**src/rtl/idli_alu_m.sv**
```systemverilog
// idli_alu_m: nibble-serial 16-bit ALU.
// Consumes one 4-bit nibble of operands B and C per cycle (LS nibble first),
// produces one result nibble per cycle for the register file A write port,
// and reports {N, Z, C, V} flags one cycle after the last nibble.

module idli_alu_m (
    input  logic       i_alu_gck,
    input  logic       i_alu_rst_n,
    input  logic       i_alu_start,
    input  logic [2:0] i_alu_op,
    input  logic       i_alu_nowr,
    input  logic [3:0] i_alu_b_data,
    input  logic [3:0] i_alu_c_data,
    output logic [3:0] o_alu_a_data,
    output logic       o_alu_a_vld,
    output logic       o_alu_busy,
    output logic [1:0] o_alu_nibble,
    output logic       o_alu_done,
    output logic [3:0] o_alu_flags
);

    localparam logic [2:0] OP_ADD  = 3'd0;
    localparam logic [2:0] OP_SUB  = 3'd1;
    localparam logic [2:0] OP_AND  = 3'd2;
    localparam logic [2:0] OP_OR   = 3'd3;
    localparam logic [2:0] OP_XOR  = 3'd4;
    localparam logic [2:0] OP_ANDN = 3'd5;
    localparam logic [2:0] OP_ADC  = 3'd6;
    localparam logic [2:0] OP_SBC  = 3'd7;

    // Flag bit positions within {N, Z, C, V}
    localparam int FLAG_N = 3;
    localparam int FLAG_Z = 2;
    localparam int FLAG_C = 1;
    localparam int FLAG_V = 0;

    logic       active_q;
    logic [1:0] cnt_q;
    logic [2:0] op_q;
    logic       nowr_q;
    logic       carry_q;
    logic       zacc_q;
    logic [3:0] flags_q;
    logic       done_q;

    logic [2:0] eff_op;
    logic       eff_nowr;
    logic [1:0] eff_nib;
    logic       busy;
    logic       is_arith;
    logic       is_sub;
    logic       cin;
    logic [3:0] c_x;
    logic [4:0] sum5;
    logic [3:0] res;
    logic       zacc_nxt;
    logic       last_nib;
    logic [3:0] flags_nxt;

    // Per-nibble datapath: pick the effective op, form carry-in, compute result and next flags
    always_comb begin
        eff_op    = i_alu_start ? i_alu_op   : op_q;
        eff_nowr  = i_alu_start ? i_alu_nowr : nowr_q;
        eff_nib   = i_alu_start ? 2'd0       : cnt_q;
        busy      = i_alu_start | active_q;

        is_arith  = (eff_op == OP_ADD) || (eff_op == OP_SUB) ||
                    (eff_op == OP_ADC) || (eff_op == OP_SBC);
        is_sub    = (eff_op == OP_SUB) || (eff_op == OP_SBC);

        // flags_q is loaded on the same edge that raises done, so a start in
        // the done cycle already sees the freshly computed carry here.
        cin = carry_q;
        if (eff_nib == 2'd0) begin
            case (eff_op)
                OP_SUB:         cin = 1'b1;
                OP_ADC, OP_SBC: cin = flags_q[FLAG_C];
                default:        cin = 1'b0;
            endcase
        end

        c_x  = is_sub ? ~i_alu_c_data : i_alu_c_data;
        sum5 = {1'b0, i_alu_b_data} + {1'b0, c_x} + {4'd0, cin};

        case (eff_op)
            OP_AND:  res = i_alu_b_data & i_alu_c_data;
            OP_OR:   res = i_alu_b_data | i_alu_c_data;
            OP_XOR:  res = i_alu_b_data ^ i_alu_c_data;
            OP_ANDN: res = i_alu_b_data & ~i_alu_c_data;
            default: res = sum5[3:0];
        endcase

        zacc_nxt = ((eff_nib == 2'd0) ? 1'b1 : zacc_q) & (res == 4'd0);
        last_nib = busy && (eff_nib == 2'd3);

        flags_nxt         = 4'd0;
        flags_nxt[FLAG_N] = res[3];
        flags_nxt[FLAG_Z] = zacc_nxt;
        flags_nxt[FLAG_C] = is_arith & sum5[4];
        flags_nxt[FLAG_V] = is_arith & (i_alu_b_data[3] == c_x[3]) &
                            (res[3] != i_alu_b_data[3]);
    end

    // Sequencing, carry/zero accumulation and flag capture
    always_ff @(posedge i_alu_gck) begin
        if (!i_alu_rst_n) begin
            active_q <= 1'b0;
            cnt_q    <= 2'd0;
            op_q     <= OP_ADD;
            nowr_q   <= 1'b0;
            carry_q  <= 1'b0;
            zacc_q   <= 1'b1;
            flags_q  <= 4'd0;
            done_q   <= 1'b0;
        end else begin
            done_q <= last_nib;

            if (i_alu_start) begin
                active_q <= 1'b1;
                cnt_q    <= 2'd1;
                op_q     <= i_alu_op;
                nowr_q   <= i_alu_nowr;
            end else if (active_q) begin
                if (cnt_q == 2'd3) begin
                    active_q <= 1'b0;
                    cnt_q    <= 2'd0;
                end else begin
                    cnt_q <= cnt_q + 2'd1;
                end
            end

            if (busy) begin
                zacc_q <= zacc_nxt;
                if (is_arith) begin
                    carry_q <= sum5[4];
                end
            end

            if (last_nib) begin
                flags_q <= flags_nxt;
            end
        end
    end

    assign o_alu_a_data = busy ? res : 4'd0;
    assign o_alu_a_vld  = busy & ~eff_nowr;
    assign o_alu_busy   = busy;
    assign o_alu_nibble = eff_nib;
    assign o_alu_done   = done_q;
    assign o_alu_flags  = flags_q;

    // A new start may not land on the final nibble of a running operation
    a_no_start_at_last_nib : assert property (
        @(posedge i_alu_gck) disable iff (!i_alu_rst_n)
        !(i_alu_start && active_q && (cnt_q == 2'd3))
    );

endmodule

```
**config.mk**
```make
export PLATFORM = sky130hd
export DESIGN_NAME = idli_alu_m
export DESIGN_NICKNAME = d
export VERILOG_FILES = /design/src/rtl/idli_alu_m.sv
export SDC_FILE = /design/constraint.sdc
export NUM_CORES = 1
export LEC_CHECK = 0
export BUFFER_PORTS_ARGS = -buffer_cell sky130_fd_sc_hd__buf_2
export CORE_MARGIN = 1
export CORE_UTILIZATION = 39
export DETAILED_ROUTE_END_ITERATION = 16
export PLACE_DENSITY = 0.66
export SKIP_LAST_GASP = 1
export SYNTH_ARGS = -nofsm -noshare
export SYNTH_HDL_FRONTEND = slang
export SYNTH_SLANG_ARGS = --single-unit
```
**constraint.sdc**
```tcl
create_clock -name i_alu_gck -period 4 [get_ports i_alu_gck]
set_clock_uncertainty 0.05 [all_clocks]
set_input_delay 0.4 -clock i_alu_gck [delete_from_list [all_inputs] [get_ports i_alu_gck]]
set_output_delay 0.4 -clock i_alu_gck [all_outputs]
set_load 0.01 [all_outputs]
```
==> run metrics, run 1 <==
synthesized area divided by synthesized cell count=8.05 sq um; aggregate global-route resource usage=0.193; number of antenna violations at the first check in global routing=0; sequential area share after synthesis=0.251; # DRC=0; final estimated routing congestion in global placement=0.952; core outline area=2730 sq um; Synth top area share=0.251; worst min-delay path endpoint=nowr_q$_SDFF_PN0_; height of the die=55.6 um; combined area of all synthesized cells=1120 sq um; FF-to-FF path depth=12; endpoint kind of the worst setup timing path=primary output; number of standard cells after synthesis=139; via count of the first global-routing pass=1087; actual slew at the worst max-slew pin=0.978 ns; critical path class=input port to primary output; reg2reg setup slack=0.92 ns; total global routing overflow=0; accumulated negative setup slack=0 ns; average routed wire per standard cell=13.4 um; growth of design area from synthesis to finish=18.3%; maximum vdd drop=208 uV; Worst-Skew Late Latency=0.28 ns; outcome=finished clean; sum of routed wire length over all layers=2680 um; layout cells sized above 1=0.243; final setup violation count=0; setup repair after global routing missed its margin=false; worst slack at placement=0.343 ns; count of final hold-check violations=0; clock power share=0.243; H-Tree Level Count=1; total number of clock tree sinks=14; root buffer selected by CTS=clkbuf_4; final period utilization=0.913; overall die width=55.6 um; Die Outline Area=3090 sq um; count of instances resized after the clock tree is built=0; post-CTS setup repair buffer count=0; master of the slowest instance on the critical path=fa_1; start of the worst register-to-register path=op_q[2]$_SDFF_PN0_; HP Start=i_alu_nowr; Detail Route Antenna Nets=0; leading area contributor after synthesis=dfxtp_1; Cell Rows=19; vias per inst=5.58; Post-CTS Hold Buffers=0; number of distinct standard cells referenced by the synthesized netlist=44; share of total power in sequential cells=0.357; Synth warnings=0; Hold Path Class=input port to flop; most frequently used flop master after synthesis=dfxtp_1; Relative slew margins=0.329; HPWL reported at the end of detailed placement=2150 um; largest fanout of any net on the critical path=12; Largest stage delay, worst path=0.44 ns; Sw Pwr=0.000148 W; endpoint arrival time on the critical path=3.20 ns; Seq cells post-synth=14; Port-buffer cells=27; startpoint types=input port; portion of total power attributed to combinational logic=0.401; DRT iter0 DRCs=38; effective utilization at floorplan=0.409; Pre-Repair DR Iteration Count=4; critical register-to-register path endpoint=o_alu_flags[2]$_SDFFE_PN0P_; final worst slack=0.350 ns; CTS Buf Count=3; internal power summed over all cells=0.000275 W; first-pass GRT wire length=4800 um; Critical Path, Cell by Cell=buf_2 > mux2i_2 > buf_4 > nand2_2 > nand3_1 > xnor2_1 > fa_1 > fa_1 > xor2_1 > a2bb2oi_1 > and2_1 > buf_2; number of stages on the worst hold path=3; Final Cell Area=1320 sq um; clock-pin slew of the registers on the worst-case setup and hold paths=0.08 ns; I/O pin count=28; Synth Net Count=165; instance area after placement=1290 sq um; number of enable flip-flop cells after synthesis=0; cells taking the most area after synthesis=dfxtp_1, ha_1, nor2_1; async set-reset flop share out of synthesis=0; power density normalized to cell area=320 nW/um^2; f_max=274 MHz; minimum period implied by the final worst setup slack=3.65 ns; Required @ worst endpoint=3.55 ns; switching part of the total power=0.351; via count=1116; largest net degree at the start of global routing=15; leakage power=0.633 nW; TritonCTS clock tree=done; number of max-slew violations in the final report=0; antenna fix cells=0; Final #Nets=196; count of maximum capacitance violations=0; Clock Path Buffers=2
[metrics by stage]
step,hold slack (ns),utilization,total power [W],instances
floorplan,0.390,-,0.000273,139
global placement,0.395,0.471,0.000318,196
detailed placement,0.405,0.471,0.000322,196
CTS,0.313,0.484,0.000425,200
global route,0.347,0.484,0.000456,200
finish,0.315,0.484,0.000423,200
[layout by cell type (no fill, tap or decap), drive strengths merged, types with 4 or more instances in the layout]
cell type,Yosys,layout
buf,3,29
nor2,17,17
inv,15,15
dfxtp,14,14
ha,9,9
nand2,8,8
mux2i,6,6
xnor2,5,5
nor2b,5,5
a21oi,5,5
o21ai,5,5
nand4,4,4
nor4,4,4
nor3,4,4
clkbuf,0,4
[final cells by class]
type                            count  area (sq um)
Fill cell                         267          1410
Multi-Input combinational cell    107           759
Sequential cell                    14           280
Timing Repair Buffer               29           150
Inverter                           15          58.8
Tap cell                           31          38.8
Clock buffer                        4          36.3
[Yosys cell counts, types with 2 or more instances]
cell type / count
or3_1: 2
and2_1: 3
nor3_1: 4
nand3_1: 3
xnor2_1: 5
nor2b_1: 5
o31ai_1: 2
mux2i_2: 2
a32oi_1: 3
nor4_1: 4
nand2b_1: 2
o21ai_1: 2
dfxtp_1: 14
nand2_1: 7
nand4_1: 4
nor2_1: 17
ha_1: 9
inv_1: 13
o21ai_0: 3
a211o_1: 2
mux2i_1: 4
fa_1: 2
a31oi_1: 2
a21oi_1: 5
[how the worst max path moves through the flow]
stage / startpoint / to / slack [ns]
floorplan: i_alu_start / o_alu_a_data[2] / 0.88
global placement: i_alu_start / o_alu_a_data[2] / 0.51
detailed placement: i_alu_start / o_alu_a_data[2] / 0.34
CTS: i_alu_start / o_alu_a_data[2] / 0.34
global route: i_alu_start / o_alu_a_data[3] / 0.07
finish: i_alu_start / o_alu_a_data[2] / 0.35
[per-layer routing]
metal	GRT usage	share of wire	vias up
met3	0.0304	0.051	8
li1	-	-	556
met4	0.0893	0.017	0
met5	0	0	-
met2	0.325	0.49	41
met1	0.242	0.45	511
[worst max-delay path: cells and delay by family]
family | cells | cell delay (ns)
adders and majority gates | 2 | 0.86
buffers and inverters | 3 | 0.58
AOI/OAI and AO/OA | 1 | 0.22
muxes | 1 | 0.36
and+or+nand+nor | 3 | 0.49
xor gates and xnor gates | 2 | 0.28
[sequential cells by signal, summed over array words and instances (netlist names)]
register,count
nowr_q,1
active_q,1
carry_q,1
cnt_q,2
zacc_q,1
o_alu_flags,4
op_q,3
o_alu_done,1
[kinds of logic after synthesis]
family / synth area share
flip-flops: 0.251
AO/OA/AOI/OAI: 0.164
AND/OR/NAND/NOR: 0.261
adder cells (fa/ha/maj): 0.136
buffers and inverters: 0.0705
multiplexers: 0.0705
XOR/XNOR: 0.0470
[power by group through the flow]
stage,logic (W),registers [W],clock network [W]
floorplan,0.000120,0.000153,0
global placement,0.000164,0.000154,0
detailed placement,0.000168,0.000154,0
global route,0.000191,0.000152,0.000113
CTS,0.000169,0.000151,0.000105
finish,0.000170,0.000151,0.000103
(Power assumes the default switching activity.)
==> inputs of run 2 (changes only) <==
Settings changed: BUFFER_PORTS_ARGS -buffer_cell sky130_fd_sc_hd__buf_2 to -buffer_cell sky130_fd_sc_hd__buf_4.
==> run metrics, run 2 (synthesis results as in run 1) <==
critical path class=input port to primary output; Largest stage delay, worst path=0.46 ns (+0.02 ns); root buffer selected by CTS=clkbuf_4; outcome=finished clean; most frequent standard cell in the layout excluding fill and tap cells=buf_4; Required @ worst endpoint=3.55 ns (about the same); count of maximum capacitance violations=0 (unchanged); reg2reg setup slack=0.77 ns (-0.15 ns); Pre-Repair DR Iteration Count=4 (unchanged); final setup violation count=0 (unchanged); endpoint arrival time on the critical path=3.23 ns (+0.03 ns); Post-Route Utilization=0.506 (+0.0220); Cell Rows=19 (unchanged); number of buffer and inverter instances along the worst setup path=3 (unchanged); leakage power=0.644 nW (+1.7%); H-Tree Level Count=1 (unchanged); startpoint types=input port; DRT iter0 DRCs=44 (+16%); CTS Buf Count=3 (unchanged); first-pass GRT wire length=4520 um (-5.8%); endpoint kind of the worst setup timing path=primary output; aggregate global-route resource usage=0.183 (-0.0103); Worst-Skew Late Latency=0.28 ns (about the same); via count of the first global-routing pass=1021 (-6.1%); largest net degree at the start of global routing=15 (unchanged); setup repair after global routing missed its margin=false; count of instances resized after the clock tree is built=0 (unchanged); core outline area=2730 sq um (unchanged); Relative slew margins=0.333 (+0.00349); growth of design area from synthesis to finish=23.7%; # DRC=0 (unchanged); Die Outline Area=3090 sq um (unchanged); start of the worst register-to-register path=op_q[2]$_SDFF_PN0_; Port-buffer cells=27 (unchanged); accumulated negative setup slack=0 ns (unchanged); number of flip-flops under the largest register name=4 (unchanged); filler-free cell count of the finished design=199 (-0.50%); Post-CTS Hold Buffers=0 (unchanged); number of antenna violations at the first check in global routing=0 (unchanged); sum of routed wire length over all layers=2620 um (-1.9%); total global routing overflow=0 (unchanged); count of final hold-check violations=0 (unchanged); I/O pin count=28 (unchanged); maximum vdd drop=241 uV (+16%); via count=1120 (+0.36%); total placed cells including tap cells=195 (-0.51%); most used cells in the layout excluding fill and tap cells=buf_4, nor2_1, dfxtp_1, inv_1, ha_1; Hold Path Class=input port to flop; Top Family by Delay on Critical Path=adder cells; power density normalized to cell area=313 nW/um^2 (-2.2%); vias per inst=5.63 (+0.86%); number of stages on the worst hold path=3 (unchanged); TritonCTS clock tree=done; effective utilization at floorplan=0.409 (unchanged); largest fanout of any net on the critical path=12 (unchanged); post-CTS setup repair buffer count=0 (unchanged); final estimated routing congestion in global placement=0.923 (-3.1%); HPWL reported at the end of detailed placement=2110 um (-1.6%); Detail Route Antenna Nets=0 (unchanged); f_max=272 MHz (-0.69%); Clock Path Buffers=2 (unchanged); FF-to-FF path depth=12 (unchanged); HP Start=i_alu_rst_n; Critical Path, Cell by Cell=buf_4 > mux2i_2 > inv_2 > nand2_1 > nand3_1 > xnor2_1 > fa_1 > fa_1 > xor2_1 > a2bb2oi_1 > and2_1 > buf_4; minimum period implied by the final worst setup slack=3.68 ns (+0.0255 ns); average routed wire per standard cell=13.2 um (-1.5%); actual slew at the worst max-slew pin=0.973 ns (-0.00509 ns); worst min-delay path endpoint=o_alu_flags[2]$_SDFFE_PN0P_; final period utilization=0.919 (+0.00637); total number of clock tree sinks=14 (unchanged); number of max-slew violations in the final report=0 (unchanged); clock-pin slew of the registers on the worst-case setup and hold paths=0.08 ns (about the same); master of the slowest instance on the critical path=mux2i_2; antenna fix cells=0 (unchanged); critical register-to-register path endpoint=o_alu_flags[2]$_SDFFE_PN0P_; layout cells sized above 1=0.238 (-0.00451); overall die width=55.6 um (unchanged); stages on the worst setup path=12 (unchanged); Final #Nets=195 (-0.51%); height of the die=55.6 um (unchanged)
-- run 2: cell count changes in the layout (fill, tap and decap cells not counted) --
cell	change
buf_4	+26
buf_2	-27
-- run 2: per-layer routing --
| metal | share of wire | global-route usage | vias to the layer above |
|---|---|---|---|
| li1 | - | - | 552 |
| met1 | 0.45 | 0.236 | 526 |
| met2 | 0.47 | 0.303 | 34 |
| met3 | 0.053 | 0.0398 | 8 |
| met4 | 0.019 | 0.0607 | 0 |
| met5 | 0 | 0 | - |
-- run 2: per-stage QoR --
stage               hold WS [ns]  power (W)  worst slack (ns)  cell area [sq um]
floorplan                  0.390   0.000273             0.877               1120
global placement           0.398   0.000327             0.426               1350
detailed placement         0.405   0.000331             0.335               1350
CTS                        0.305   0.000436             0.302               1380
global route               0.318   0.000466            0.0543               1380
finish                     0.306   0.000432             0.324               1380
-- run 2: how the worst max path moves through the flow --
| stage | startpoint | to | slack (ns) |
|---|---|---|---|
| after floorplan | i_alu_start | o_alu_a_data[2] | 0.88 |
| after detailed placement | i_alu_start | o_alu_a_data[2] | 0.34 |
| after CTS | i_alu_start | o_alu_a_data[2] | 0.30 |
| after global routing | i_alu_start | o_alu_a_data[2] | 0.05 |
| after global placement | i_alu_start | o_alu_a_data[2] | 0.43 |
| final | i_alu_start | o_alu_a_data[2] | 0.32 |
-- run 2: cell type report --
| type | instances | area (sq um) |
|---|---|---|
| clock buffer | 4 | 36.3 |
| fill | 269 | 1350 |
| inverter | 15 | 58.8 |
| multi-input combinational | 107 | 759 |
| sequential | 14 | 280 |
| tap | 31 | 38.8 |
| timing repair buffer | 28 | 210 |
-- run 2: where the power goes --
part	total (W)	leakage, nW	switching [W]	internal (W)
logic	0.000180	0.508	0.0000980	0.0000820
registers	0.000151	0.115	0.00000456	0.000146
clock network	0.000102	0.0210	0.0000461	0.0000554
-- run 2: worst register-to-register path: stages, from the launching register on --
cell      delay [ns]
dfxtp_1         0.31
mux2i_2         0.37
inv_2           0.13
nand2_1         0.11
nand3_1         0.21
xnor2_1         0.30
ha_1            0.28
nor2b_1         0.13
o21ai_0         0.27
nor3b_1         0.22
o21bai_1        0.12
a211o_1         0.34
o41ai_2         0.31
